<file path="config.mk">
export PLATFORM = sky130hd
export DESIGN_NAME = result_reader
export DESIGN_NICKNAME = d
export VERILOG_FILES = /design/src/rtl/result_reader.sv
export SDC_FILE = /design/constraint.sdc
export NUM_CORES = 1
export LEC_CHECK = 0
export ABC_AREA = 1
export CORE_MARGIN = 4
export CORE_UTILIZATION = 51
export CTS_CLUSTER_SIZE = 20
export DETAILED_ROUTE_END_ITERATION = 8
export PLACE_DENSITY = 0.88
export SKIP_LAST_GASP = 1
export SLEW_MARGIN = 25
export SYNTH_ARGS = -nofsm -noshare
export SYNTH_HDL_FRONTEND = slang
export SYNTH_SLANG_ARGS = --single-unit
</file>
<file path="constraint.sdc">
create_clock -name clk -period 3.7 [get_ports clk]
set_clock_uncertainty 0.05 [all_clocks]
set_input_delay 1.11 -clock clk [delete_from_list [all_inputs] [get_ports clk]]
set_output_delay 1.11 -clock clk [all_outputs]
set_load 0.02 [all_outputs]
</file>
<file path="src/rtl/result_reader.sv">
// result_reader
//   Drains rows 0..num_rows-1 of a result memory into a downstream output
//   FIFO, three cycles per row (READ, CAPTURE, PUSH), stalling in PUSH while
//   the FIFO is full.
//
//   Optional feature: define RESULT_READER_CLEAR_EN to add a clear-write
//   port that zeroes each row in the same cycle it is pushed, so the memory
//   is ready for the next accumulation pass.
//
// Ports
//   clk, rst           clock, asynchronous active-high reset
//   start, num_rows    drain request and row count (sampled when accepted)
//   rd_addr, rd_en     result-memory read port
//   rd_data            read data, valid one cycle after rd_en
//   out_full           downstream FIFO full
//   out_wr_en          FIFO push strobe
//   out_row, out_data  row index and word of the push
//   busy, done         activity flag, one-cycle completion pulse
//   clr_addr, clr_data, clr_en   clear-write port (RESULT_READER_CLEAR_EN only)
//
// state   | meaning
// IDLE    | waiting for start
// READ    | rd_en asserted for row idx
// CAPTURE | rd_data valid, latched into the holding register
// PUSH    | push holding register when the FIFO has room
// DONE    | one-cycle done pulse
module result_reader #(
  parameter int ADDR_W = 8,
  parameter int DATA_W = 16
) (
  input  logic              clk,
  input  logic              rst,
  input  logic              start,
  input  logic [ADDR_W-1:0] num_rows,
  output logic [ADDR_W-1:0] rd_addr,
  output logic              rd_en,
  input  logic [DATA_W-1:0] rd_data,
  input  logic              out_full,
  output logic              out_wr_en,
  output logic [ADDR_W-1:0] out_row,
  output logic [DATA_W-1:0] out_data,
  output logic              busy,
  output logic              done
`ifdef RESULT_READER_CLEAR_EN
  ,
  output logic [ADDR_W-1:0] clr_addr,
  output logic [DATA_W-1:0] clr_data,
  output logic              clr_en
`endif
);

  typedef enum logic [2:0] {
    S_IDLE,
    S_READ,
    S_CAPTURE,
    S_PUSH,
    S_DONE
  } state_t;

  state_t            state;
  logic [ADDR_W-1:0] idx;
  logic [ADDR_W-1:0] count;
  logic [DATA_W-1:0] hold_data;
  logic [ADDR_W-1:0] hold_row;
  logic [DATA_W-1:0] last_data;
  logic [ADDR_W-1:0] last_row;

  // The push must react to out_full in the same cycle, so the strobe is
  // decoded from the state rather than registered.
  assign out_wr_en = (state == S_PUSH) && !out_full;

  // The holding register is loaded in CAPTURE, before the push; the output
  // shows it only while pushing so that out_row/out_data otherwise keep the
  // last pushed values.
  assign out_data = out_wr_en ? hold_data : last_data;
  assign out_row  = out_wr_en ? hold_row  : last_row;

`ifdef RESULT_READER_CLEAR_EN
  assign clr_en   = out_wr_en;
  assign clr_addr = out_row;
  assign clr_data = '0;
`endif

  always_ff @(posedge clk or posedge rst) begin
    if (rst) begin
      state     <= S_IDLE;
      idx       <= '0;
      count     <= '0;
      hold_data <= '0;
      hold_row  <= '0;
      last_data <= '0;
      last_row  <= '0;
      rd_addr   <= '0;
      rd_en     <= 1'b0;
      busy      <= 1'b0;
      done      <= 1'b0;
    end else begin
      rd_en <= 1'b0;
      done  <= 1'b0;
      case (state)
        S_IDLE: begin
          if (start) begin
            busy <= 1'b1;
            if (num_rows != '0) begin
              state   <= S_READ;
              idx     <= '0;
              count   <= num_rows;
              rd_en   <= 1'b1;
              rd_addr <= '0;
            end else begin
              state <= S_DONE;
              done  <= 1'b1;
            end
          end
        end
        S_READ: begin
          state <= S_CAPTURE;
        end
        S_CAPTURE: begin
          hold_data <= rd_data;
          hold_row  <= idx;
          state     <= S_PUSH;
        end
        S_PUSH: begin
          if (!out_full) begin
            last_data <= hold_data;
            last_row  <= hold_row;
            // count >= 1 here, so count-1 never underflows and idx stops
            // at count-1 without wrapping.
            if (idx == count - ADDR_W'(1)) begin
              state <= S_DONE;
              done  <= 1'b1;
            end else begin
              idx     <= idx + ADDR_W'(1);
              rd_addr <= idx + ADDR_W'(1);
              rd_en   <= 1'b1;
              state   <= S_READ;
            end
          end
        end
        S_DONE: begin
          state <= S_IDLE;
          busy  <= 1'b0;
        end
        default: begin
          state <= S_IDLE;
          busy  <= 1'b0;
        end
      endcase
    end
  end

endmodule

</file>
==> results of run 1 <==
## stage by stage
stage	hold slack (ns)	power, W
floorplan	0.3922	0.002134
global placement	0.4030	0.002651
detailed placement	0.4088	0.002716
CTS	0.4259	0.003298
global route	0.4499	0.003524
finish	0.4191	0.003273
## cell families (layout without fill, tap and decap cells)
kind of cell | count (synthesis) | in the layout | synth area share (%)
AO/OA/AOI/OAI | 21 | 21 | 3.367
XOR/XNOR | 7 | 7 | 1.896
adder cells (fa/ha/maj) | 2 | 2 | 0.7739
buffers and inverters | 50 | 127 | 5.998
flip-flops | 70 | 70 | 54.18
AND/OR/NAND/NOR | 258 | 258 | 33.78
## power groups by stage
| stage | Clock, W | Combinational [W] | Sequential (W) |
|---|---|---|---|
| 2_1_floorplan | 0 | 0.000963 | 0.00117 |
| 3_3_place_gp | 0 | 0.00147 | 0.00118 |
| 3_5_place_dp | 0 | 0.00153 | 0.00119 |
| 4_1_cts | 0.000667 | 0.00145 | 0.00118 |
| 5_1_grt | 0.000705 | 0.00161 | 0.00121 |
| 6_report | 0.000655 | 0.00144 | 0.00118 |
## worst max-delay path, cell delays in order
cell,delay (ns)
sky130_fd_sc_hd__clkdlybuf4s50_1,0.53
sky130_fd_sc_hd__nor2_4,0.07
sky130_fd_sc_hd__inv_2,0.08
sky130_fd_sc_hd__buf_12,0.16
sky130_fd_sc_hd__nand2_1,0.07
sky130_fd_sc_hd__nand2_1,0.09
sky130_fd_sc_hd__dlygate4sd2_1,0.34
## worst max path at each step
stage                        start      endpoint  slack (ns)  cells after the start
after detailed placement  out_full  out_data[11]       -0.19                      7
final                     out_full   out_data[0]        0.09                      7
after global placement    out_full  out_data[11]       -0.17                      7
after floorplan                rst          busy        0.77                      1
after global routing      out_full  out_data[10]      0.0005                      7
after CTS                 out_full  out_data[15]        0.07                      7
## cell type report
| type | instances | area, µm² |
|---|---|---|
| clock buffer | 12 | 165.2 |
| tap | 75 | 93.84 |
| fill | 472 | 1818 |
| inverter | 38 | 142.6 |
| multi-input combinational | 288 | 1287 |
| sequential | 70 | 1752 |
| timing repair buffer | 73 | 713.2 |
| clock inverter | 4 | 53.80 |
## state kept, by name (all words and copies together) (netlist names)
signal     cells
done           1
hold_data     16
hold_row       8
busy           1
state          3
rd_en          1
last_data     16
count          8
last_row       8
idx            8
## cells in the mapped netlist, drive strengths merged
cell type,count,area share [%]
a21oi,3,0.46
nand2,201,23
buf,5,0.77
xor2,3,0.81
xnor2,4,1.1
clkbuf,7,0.81
nor2,28,4.5
nor3,1,0.31
nand3,17,3.4
inv,38,4.4
ha,2,0.77
o21ai,16,2.5
dfrtp,70,54
o22ai,1,0.19
a211oi,1,0.23
nand4,10,1.9
nor3b,1,0.23
## per-layer routing
| layer | up-vias | GRT usage [%] | wire (µm) |
|---|---|---|---|
| li1 | 1401 | - | - |
| met1 | 1287 | 27.33 | 3186 |
| met2 | 72 | 34.25 | 3655 |
| met3 | 11 | 3.481 | 334 |
| met4 | 0 | 11.16 | 148 |
| met5 | - | 0 | 0 |
==> impl_table.tex, run 1 <==
\begin{tabular}{lr}
\hline
Metric & Value \\
\hline
\multicolumn{2}{l}{\textbf{Outcome}} \\
Run status & completed \\
\multicolumn{2}{l}{\textbf{Floorplan}} \\
Die span in y & 87.62 µm \\
Starting density of the core & 53.65\% \\
Top-level I/O count & 64 \\
Site Rows & 28 \\
Floorplan core area & 0.006026 mm² \\
Overall die width & 87.62 µm \\
Die footprint & 0.007677 mm² \\
\multicolumn{2}{l}{\textbf{Detailed routing}} \\
Antenna-violating nets left & 0 \\
Count of vias placed by the detailed router & 2,771 \\
DR WL/cell & 13.08 µm \\
Iteration count of the initial detailed-routing pass & 4 \\
Routed via count divided by cell count & 4.948 \\
DRT iter0 DRCs & 127 \\
Post-detailed-route DRC marker count & 0 \\
DRT Wirelength & 7324 µm \\
\multicolumn{2}{l}{\textbf{Layout}} \\
Final non-filler cell area & 0.004208 mm² \\
Share of cells above drive strength 1 & 9.897\% \\
Utilization of the core after routing & 69.83\% \\
Area overhead of the layout relative to synthesis & 30.15\% \\
Count of placed standard cells in the final layout, fillers left out & 560 \\
Most common cell after layout, fill and taps aside & sky130\_fd\_sc\_hd\_\_nand2\_1 \\
Antenna diodes & 0 \\
Highest-count cells in the layout ignoring fill and taps & 200 x sky130\_fd\_sc\_hd\_\_nand2\_1, 70 x sky130\_fd\_sc\_hd\_\_dfrtp\_1, 38 x sky130\_fd\_sc\_hd\_\_clkdlybuf4s50\_1 \\
Post-layout nets & 510 \\
\multicolumn{2}{l}{\textbf{Critical path}} \\
Minimum setup slack among reg-to-reg paths & 1.70 ns \\
Nature of the critical path endpoint & output port \\
Critical path launch point type & primary input \\
Type of the setup path with the least slack & in2out \\
Maximum fanout along the worst path & 24 \\
WP data arrival & 2.45 ns \\
Register-to-Register Path Depth & 12 \\
Required time reported for the critical path endpoint & 2.54 ns \\
Worst flop-to-flop path startpoint & count[0] \\
R2R Path End & idx[6] \\
\multicolumn{2}{l}{\textbf{Min path}} \\
Hold Path Stages & 2 \\
Worst hold path type & reg2reg \\
Launch point of the worst hold path & last\_row[7] \\
Endpoint with the worst hold slack & last\_row[7] \\
\multicolumn{2}{l}{\textbf{Clock network}} \\
Clock network latency to the later pin of the worst-skew pair & 0.34 ns \\
Number of resized instances in the post-cts repair step & 25 \\
Post-CTS Repair Setup Buffers & 0 \\
CTS clk-pin slew, worst paths & 0.07 ns \\
CTS tree & done \\
Clock tree root driver cell & sky130\_fd\_sc\_hd\_\_clkbuf\_8 \\
CTS sink count & 70 \\
Clock H-tree levels & 3 \\
CTS Buf Count & 9 \\
Maximum number of buffers from clock root to sink & 2 \\
Hold buffer count at CTS & 0 \\
\multicolumn{2}{l}{\textbf{Place}} \\
Placed cell count & 544 \\
Estimated wirelength of the detail-placed design & 5203 µm \\
Dpl ws & -0.1851 ns \\
Final weighted congestion of routability-driven global placement & 0.8202 \\
Placement Cell Area & 0.004019 mm² \\
IO Port Bufs & 63 \\
\multicolumn{2}{l}{\textbf{Power and ir drop}} \\
Internal Dissipation & 0.001910 W \\
Worst voltage drop across the vdd grid & 0.0004646 V \\
Combinational Power Share & 44.0\% \\
Clock network fraction of total power & 20.0\% \\
Share of total power consumed by net switching & 41.64\% \\
Part of the power in registers & 36.0\% \\
Switching power of the nets & 0.001363 W \\
Leakage power of the design & 2.252 nW \\
Power Density & 778.0 mW/mm² \\
\multicolumn{2}{l}{\textbf{Logic synthesis}} \\
Share of synthesized area occupied by flip-flops and latches & 54.18\% \\
Total of flip-flops plus latches after synthesis & 70 \\
Post-synthesis instance area & 0.003233 mm² \\
Library cells used by synthesis & 23 \\
Post-synthesis area per instance & 7.924 µm² \\
Synth Warn \# & 0 \\
Post-Synthesis Cells & 408 \\
Synthesized Nets & 438 \\
\multicolumn{2}{l}{\textbf{Timing}} \\
Relative slew slack & 42.53\% \\
Worst-margin pin slew & 0.8611 ns \\
Final period utilization & 97.58\% \\
Min Clock Period, post-route & 3.610 ns \\
Unrepaired setup endpoints after global routing & no \\
Final worst slack & 0.08950 ns \\
Final hold violation count & 0 \\
Final-layout setup total negative slack & 0 ns \\
Count of endpoints failing setup in the final report & 0 \\
Number of pins exceeding their max-slew limit in the final report & 0 \\
Fmax achieved & 277.0 MHz \\
\multicolumn{2}{l}{\textbf{Global route}} \\
Wire length of the first global-routing pass & 12,690 µm \\
Largest net degree at the start of global routing & 71 \\
Aggregate global-route resource usage & 21.16\% \\
GRT overflow & 0 \\
Number of global-route vias before repair & 2,802 \\
Antenna violations before repair & 0 \\
\multicolumn{2}{l}{\textbf{Flow run}} \\
Max-cap check violation count & 0 \\
\hline
\end{tabular}
No activity file was read; power rests on OpenSTA's default activity.
==> run 2: changes to the inputs <==
ABC_AREA = default   (was 1)
==> run 2 against run 1 <==
Cell area increased by 3.2%; clock power is 15% higher; die area is 1.6% lower; first-iteration DRC count down 5.5%; sequential share of layout area down 1.3 points; sequential cell count did not move; the flow now finishes with violations (setup timing); largest power group unchanged; via count fell by 16%; count of clock-buffer cells in the layout shrank 3; synthesized cell count shrank 39%; register-to-register slack worse by 0.70 ns; fmax decreased by 11%.
==> impl_table.tex, run 2 <==
\begin{tabular}{lr}
\hline
Metric & Value \\
\hline
\multicolumn{2}{l}{\textbf{Power and ir drop}} \\
Combinational Power Share & 48.2\% (was 44.0\%) \\
Power Density & 906.0 mW/mm² (was 778.0 mW/mm²) \\
Part of the power in registers & 32.7\% (was 36.0\%) \\
Switching power of the nets & 0.001425 W (was 0.001363 W) \\
Post-layout total power & 0.003934 W (was 0.003273 W) \\
Internal Dissipation & 0.002508 W (was 0.001910 W) \\
Share of total power consumed by net switching & 36.23\% (was 41.64\%) \\
Clock network fraction of total power & 19.1\% (was 20.0\%) \\
Worst voltage drop across the vdd grid & 0.0006042 V (was 0.0004646 V) \\
Leakage power of the design & 1.942 nW (was 2.252 nW) \\
\multicolumn{2}{l}{\textbf{Place}} \\
Final weighted congestion of routability-driven global placement & 0.7943 (was 0.8202) \\
IO Port Bufs & 63 (unchanged) \\
Dpl ws & -1.134 ns (was -0.1851 ns) \\
Estimated wirelength of the detail-placed design & 4560 µm (was 5203 µm) \\
\multicolumn{2}{l}{\textbf{Global route}} \\
Antenna violations before repair & 0 (unchanged) \\
Largest net degree at the start of global routing & 71 (unchanged) \\
Number of global-route vias before repair & 2,501 (was 2,802) \\
Wire length of the first global-routing pass & 12,520 µm (was 12,690 µm) \\
Aggregate global-route resource usage & 21.85\% (was 21.16\%) \\
GRT overflow & 0 (unchanged) \\
\multicolumn{2}{l}{\textbf{Logic synthesis}} \\
Total of flip-flops plus latches after synthesis & 70 (unchanged) \\
Library cells used by synthesis & 51 (was 23) \\
Area fraction of the dominant cell type after synthesis & 55.16\% (was 54.18\%) \\
Synthesized Nets & 277 (was 438) \\
Number of flops mapped to enable cells by yosys & 0 (unchanged) \\
Cell with the most instances after synthesis & sky130\_fd\_sc\_hd\_\_dfrtp\_1 (was sky130\_fd\_sc\_hd\_\_nand2\_1) \\
Cell types with the largest area share after synthesis & sky130\_fd\_sc\_hd\_\_dfrtp\_1 55\%, sky130\_fd\_sc\_hd\_\_mux2\_1 9.9\%, sky130\_fd\_sc\_hd\_\_mux2\_2 9.2\% (was sky130\_fd\_sc\_hd\_\_dfrtp\_1 54\%, sky130\_fd\_sc\_hd\_\_nand2\_1 23\%, sky130\_fd\_sc\_hd\_\_inv\_1 3.4\%) \\
Share of synthesized area occupied by flip-flops and latches & 55.16\% (was 54.18\%) \\
Post-Synthesis Cells & 247 (was 408) \\
Fraction of registers with async set/reset & 100.0\% (unchanged) \\
Cell taking the most area after synthesis & sky130\_fd\_sc\_hd\_\_dfrtp\_1 (unchanged) \\
Post-synthesis instance area & 0.003176 mm² (was 0.003233 mm²) \\
Top cell types by occurrence after synthesis & 70 x sky130\_fd\_sc\_hd\_\_dfrtp\_1, 28 x sky130\_fd\_sc\_hd\_\_mux2\_1, 26 x sky130\_fd\_sc\_hd\_\_mux2\_2 (was 200 x sky130\_fd\_sc\_hd\_\_nand2\_1, 70 x sky130\_fd\_sc\_hd\_\_dfrtp\_1, 29 x sky130\_fd\_sc\_hd\_\_inv\_1) \\
Post-synthesis area per instance & 12.86 µm² (was 7.924 µm²) \\
Main synth FF type & sky130\_fd\_sc\_hd\_\_dfrtp\_1 (unchanged) \\
Synth Warn \# & 0 (unchanged) \\
\multicolumn{2}{l}{\textbf{Clock network}} \\
Clock network latency to the later pin of the worst-skew pair & 0.35 ns (was 0.34 ns) \\
Maximum number of buffers from clock root to sink & 2 (unchanged) \\
Clock tree root driver cell & sky130\_fd\_sc\_hd\_\_clkbuf\_8 (unchanged) \\
Clock H-tree levels & 3 (unchanged) \\
CTS Buf Count & 9 (unchanged) \\
Hold buffer count at CTS & 0 (unchanged) \\
CTS clk-pin slew, worst paths & 0.07 ns (about the same) \\
CTS tree & done (unchanged) \\
CTS sink count & 70 (unchanged) \\
\multicolumn{2}{l}{\textbf{Floorplan}} \\
Top-level I/O count & 64 (unchanged) \\
Die span in y & 86.91 µm (was 87.62 µm) \\
Site Rows & 28 (unchanged) \\
Floorplan core area & 0.005991 mm² (was 0.006026 mm²) \\
Die footprint & 0.007553 mm² (was 0.007677 mm²) \\
Starting density of the core & 53.01\% (was 53.65\%) \\
Overall die width & 86.91 µm (was 87.62 µm) \\
\multicolumn{2}{l}{\textbf{Critical path}} \\
Critical path launch point type & primary input (unchanged) \\
CP startpoint & out\_full (unchanged) \\
Maximum fanout along the worst path & 7 (was 24) \\
Required time reported for the critical path endpoint & 2.54 ns (about the same) \\
Worst flop-to-flop path startpoint & count[0] (unchanged) \\
WP data arrival & 2.89 ns (was 2.45 ns) \\
Nature of the critical path endpoint & output port (unchanged) \\
Type of the setup path with the least slack & in2out (unchanged) \\
\multicolumn{2}{l}{\textbf{Detailed routing}} \\
DRT iter0 DRCs & 120 (was 127) \\
Antenna-violating nets left & 0 (unchanged) \\
Count of vias placed by the detailed router & 2,323 (was 2,771) \\
Routed via count divided by cell count & 5.652 (was 4.948) \\
Iteration count of the initial detailed-routing pass & 4 (unchanged) \\
Post-detailed-route DRC marker count & 0 (unchanged) \\
DR WL/cell & 17.91 µm (was 13.08 µm) \\
DRT Wirelength & 7361 µm (was 7324 µm) \\
\multicolumn{2}{l}{\textbf{Layout}} \\
Most common cell after layout, fill and taps aside & sky130\_fd\_sc\_hd\_\_dfrtp\_1 (was sky130\_fd\_sc\_hd\_\_nand2\_1) \\
Share of cells above drive strength 1 & 40.48\% (was 9.897\%) \\
Largest regs & hold\_data: 16 flops, last\_data: 16 flops (unchanged) \\
Area overhead of the layout relative to synthesis & 36.72\% (was 30.15\%) \\
Post-layout nets & 361 (was 510) \\
Highest-count cells in the layout ignoring fill and taps & 70 x sky130\_fd\_sc\_hd\_\_dfrtp\_1, 36 x sky130\_fd\_sc\_hd\_\_mux2\_2, 30 x sky130\_fd\_sc\_hd\_\_clkdlybuf4s50\_1 (was 200 x sky130\_fd\_sc\_hd\_\_nand2\_1, 70 x sky130\_fd\_sc\_hd\_\_dfrtp\_1, 38 x sky130\_fd\_sc\_hd\_\_clkdlybuf4s50\_1) \\
Antenna diodes & 0 (unchanged) \\
\multicolumn{2}{l}{\textbf{Timing}} \\
Final period utilization & 109.5\% (was 97.58\%) \\
Min Clock Period, post-route & 4.050 ns (was 3.610 ns) \\
Final hold violation count & 0 (unchanged) \\
Unrepaired setup endpoints after global routing & yes (was no) \\
Fmax achieved & 246.9 MHz (was 277.0 MHz) \\
Relative slew slack & 51.00\% (was 42.53\%) \\
Count of endpoints failing setup in the final report & 25 (was 0) \\
Worst-margin pin slew & 0.7337 ns (was 0.8611 ns) \\
Final worst slack & -0.3501 ns (was 0.08950 ns) \\
Number of pins exceeding their max-slew limit in the final report & 0 (unchanged) \\
\multicolumn{2}{l}{\textbf{Outcome}} \\
Violated checks & setup timing \\
Run status & complete, but fails checks (was completed) \\
\multicolumn{2}{l}{\textbf{Min path}} \\
Launch point of the worst hold path & last\_data[8] (was last\_row[7]) \\
Worst hold path type & reg2reg (unchanged) \\
\multicolumn{2}{l}{\textbf{Flow run}} \\
Max-cap check violation count & 0 (unchanged) \\
\hline
\end{tabular}
## run 2: cell count changes after synthesis, moves of 6 or more
cell,change
sky130_fd_sc_hd__mux2_1,+28
sky130_fd_sc_hd__o21ai_0,-8
sky130_fd_sc_hd__nor2_1,-9
sky130_fd_sc_hd__inv_2,-9
sky130_fd_sc_hd__nand3_1,-11
sky130_fd_sc_hd__nor3_1,+6
sky130_fd_sc_hd__inv_1,-26
sky130_fd_sc_hd__nand2_1,-188
sky130_fd_sc_hd__nand4_1,-8
sky130_fd_sc_hd__mux2_2,+26
## run 2: cells by family after synthesis
group                    Yosys count  share of synthesized area, %
XOR/XNOR                           9                         2.916
AO/OA/AOI/OAI                     39                         9.063
flip-flops                        70                         55.16
multiplexers                      55                         19.46
buffers and inverters             17                         2.797
adder cells (fa/ha/maj)            2                        0.7879
AND/OR/NAND/NOR                   55                         9.811
## run 2: layer usage
| layer | GRT usage (%) | vias to the layer above | share of wire [%] |
|---|---|---|---|
| li1 | - | 1069 | - |
| met1 | 27.28 | 1169 | 42 |
| met2 | 35.68 | 73 | 50 |
| met3 | 6.906 | 12 | 6.5 |
| met4 | 7.932 | 0 | 1.6 |
| met5 | 0 | - | 0 |
## run 2: area by class of cell
| type | count | area [µm²] |
|---|---|---|
| tap | 75 | 93.84 |
| clock inverter | 7 | 120.1 |
| multi-input combinational | 163 | 1453 |
| inverter | 3 | 11.26 |
| sequential | 70 | 1752 |
| timing repair buffer | 84 | 788.3 |
| clock buffer | 9 | 123.9 |
| fill | 409 | 1649 |
## run 2: what timing repair did
| action | CTS | global route |
|---|---|---|
| setup buffers | 10 | 3 |
| hold endpoints to repair | 0 | 0 |
| pin swaps | 7 | 4 |
| endpoints found under the setup margin | 25 | 25 |
| resized for setup | 182 | 7 |
| cloned | 3 | 0 |
## run 2: worst paths after layout
path | to | slack (ns) | cells past startpoint
min reg2reg | last_data[8] | 0.45 | 1
min in group asynchronous | last_data[9] | 1.11 | 3
max in group asynchronous | hold_row[2] | 2.21 | 3
max reg2reg | idx[6] | 1.00 | 8
min | last_data[8] | 0.45 | 1
max | out_row[4] | -0.35 | 7
## run 2: power groups by stage
stage	sequential [W]	clock [W]	combinational (W)
2_1_floorplan	0.00124	0	0.00113
3_3_place_gp	0.00128	0	0.00164
6_report	0.00129	0.000753	0.00190
5_1_grt	0.00133	0.000801	0.00204
3_5_place_dp	0.00130	0	0.00169
4_1_cts	0.00129	0.000767	0.00191
## run 2: per-stage QoR
stage                     TNS (ns)  hold WS [ns]  utilization, %  instance area (µm²)  std cells
after floorplan             -2.106        0.4250               -                 3206        247
after global placement      -27.38        0.4263           65.91                 3949        383
after detailed placement    -27.50        0.4315           65.91                 3949        383
after CTS                   -8.174        0.4507           72.37                 4335        410
after global routing        -9.251        0.4638           72.47                 4342        411
final                       -7.973        0.4469           72.47                 4342        411
## run 2: worst max-delay path, stage by stage
cell and delay (ns):
sky130_fd_sc_hd__clkdlybuf4s50_1 0.45, sky130_fd_sc_hd__mux2i_2 0.26, sky130_fd_sc_hd__o21ai_4 0.12, sky130_fd_sc_hd__buf_12 0.15, sky130_fd_sc_hd__nor2_4 0.25, sky130_fd_sc_hd__mux2_2 0.39, sky130_fd_sc_hd__buf_2 0.16
==> RTL change, RTL diff (flow settings as in run 2) <==
The 5 states of `state_t` get a one-hot encoding in 5 bits.
--- a/src/rtl/result_reader.sv
+++ b/src/rtl/result_reader.sv
@@ -49,12 +49,12 @@
 `endif
 );
 
-  typedef enum logic [2:0] {
-    S_IDLE,
-    S_READ,
-    S_CAPTURE,
-    S_PUSH,
-    S_DONE
+  typedef enum logic [4:0] {
+    S_IDLE    = 5'b00001,
+    S_READ    = 5'b00010,
+    S_CAPTURE = 5'b00100,
+    S_PUSH    = 5'b01000,
+    S_DONE    = 5'b10000
   } state_t;
 
   state_t            state;
Function: no difference found for any inputs over 10 cycles, from zero or initial values and one cycle with rst high; not proved beyond that.
==> RTL change against run 2 <==
Sequential cell count up 2. Worst hold slack worse by 19 ps. Area after synthesis down 0.28%. Core utilization down 4.0 points. Synthesized cell count up 25%. Non-clock buffer count down 14. Routed wire length down 6.5%. Worst setup slack better by 440 ps. Cell area down 5.5%. Critical path type unchanged. Critical endpoint is now out_data[4]. Largest cell class unchanged. Highest routed layer unchanged.
Power is not compared: it rests on default switching activity, and its combinational part moved more than twofold at a synthesized area within 25%.
==> RTL change: results (changes against run 2) <==
[global_route]
grt_pass1_wl_um=11500  ; was 12,500 um
grt_pass1_vias=2452  ; was 2,501
grt_max_degree=52  ; was 71
antenna_found_initial=0  ; unchanged
track_usage_pct=20.0  ; was 21.8%

[synthesis]
async_flop_share_pct=100  ; unchanged
synth.area.top_cells=dfrtp_1 56%, nand2_1 12%, mux2_2 8.2%  ; was dfrtp_1 55%, mux2_1 9.9%, mux2_2 9.2%
synth_common_cells=100 x nand2_1, 71 x dfrtp_1, 23 x mux2_2  ; was 70 x dfrtp_1, 28 x mux2_1, 26 x mux2_2
netlist_instances=308  ; was 247
ys_warn_count=0  ; unchanged
syn_nets=338  ; was 277
yosysSeqAreaShare_pct=56.9  ; was 55.2%
yosys.cell_types.count=47  ; was 51

[placement]
dp.cells=439  ; was 383
routabilityCongestion=0.869  ; was 0.794
hpwlAfterDp_um=4900  ; was 4560 um
dp_slack_ps=-439  ; was -1130 ps
portBuffers=63  ; unchanged
postPlaceCellArea_um2=3920  ; was 3950 um^2

[clocking]
postCtsSetupRepairBufs=0  ; was 10
root_buffer=clkbuf_8  ; unchanged
htree_num_levels=3  ; unchanged
clkTransAtPathRegs_ps=80
cts_buffers=9  ; unchanged
clk_latency_ps=350  ; about the same
cts_resized=98  ; was 182

[critical_path]
critPathSlowestCell=clkdlybuf4s50_1  ; unchanged
reg2reg_slack_ps=1020  ; was 1000 ps
r2r-end=idx[6]$_DFFE_PP0P_  ; unchanged
r2r_cells=9  ; was 8
arrival_ps=2450  ; was 2890 ps
max_stage_delay_ps=420  ; was 450 ps
crit_fanout=13  ; was 7
critical-path-top-delay-family=buffers and inverters  ; unchanged
reg2reg_from=state[1]$_DFFE_PP0P_  ; was count[0]$_DFFE_PP0P_

[detailed_routing]
dr.pass1.iters=5  ; was 4
drtIter0Drc=160  ; was 120
viasPerCell=5.44  ; was 5.65
drt-wirelength-per-cell_um=15.1  ; was 17.9 um

[hold_path]
hold_end=last_data[6]$_DFFE_PP0P_  ; was last_data[8]$_DFFE_PP0P_
min-delay-start=last_data[6]$_DFFE_PP0P_  ; was last_data[8]$_DFFE_PP0P_
min_path_cells=2  ; was 1

[layout]
stdcell_count=455  ; was 411
final_layout_size_suffix_gt1_share_pct=21.1  ; was 40.5%
n_antenna_cell=0  ; unchanged
top_regs=hold_data x16, last_data x16  ; unchanged
nNetsFinal=405  ; was 361

[sta]
setup_viol_count_final=0  ; was 25
max-slew-margin-rel_pct=58.6  ; was 51.0%
hold_ws_ps=427  ; was 447 ps

[pwr]
p_leak_uw=0.00202
ir_drop_uv=442

[status]
outcome=complete, no violations  ; was finished, violations left

-- RTL change: final cells by class --
type | count | area [um^2]
clock buffer | 10 | 138
clock inverter | 6 | 115
fill | 459 | 1890
inverter | 7 | 28.8
multi-input combinational | 215 | 1280
sequential | 72 | 1800
tap | 75 | 93.8
timing repair buffer | 70 | 646
-- RTL change: power groups by stage --
| stage | clock network [uW] | logic, uW | registers, uW |
|---|---|---|---|
| 2_1_floorplan | 0 | 570 | 1140 |
| 3_3_place_gp | 0 | 834 | 1150 |
| 3_5_place_dp | 0 | 875 | 1160 |
| 4_1_cts | 779 | 822 | 1150 |
| 5_1_grt | 817 | 929 | 1180 |
| 6_report | 771 | 838 | 1150 |
-- RTL change: routing by layer --
| layer | vias to the layer above | track usage, % | part of all wire (%) |
|---|---|---|---|
| met3 | 15 | 7.32 | 7.1 |
| met4 | 0 | 6.80 | 1.7 |
| met2 | 94 | 32.9 | 51 |
| li1 | 1179 | - | - |
| met1 | 1187 | 24.2 | 40 |
| met5 | - | 0 | 0 |
-- RTL change: how the worst max path moves through the flow --
stage | endpoint | slack (ps) | cells after the start
detailed placement | out_data[14] | -440 | 7
global route | out_row[0] | 30 | 7
CTS | out_data[14] | -80 | 7
global placement | out_row[4] | -430 | 7
floorplan | out_data[0] | 250 | 5
finish | out_data[4] | 90 | 7
-- RTL change: logic make-up after synthesis --
| group | Yosys count | synth area share (%) |
|---|---|---|
| AOI/OAI and AO/OA | 32 | 6.08 |
| xor gates and xnor gates | 9 | 2.49 |
| adders and majority gates | 2 | 0.790 |
| buffers and inverters | 21 | 2.81 |
| DFF | 72 | 56.9 |
| muxes | 25 | 8.81 |
| and+or+nand+nor | 147 | 22.1 |
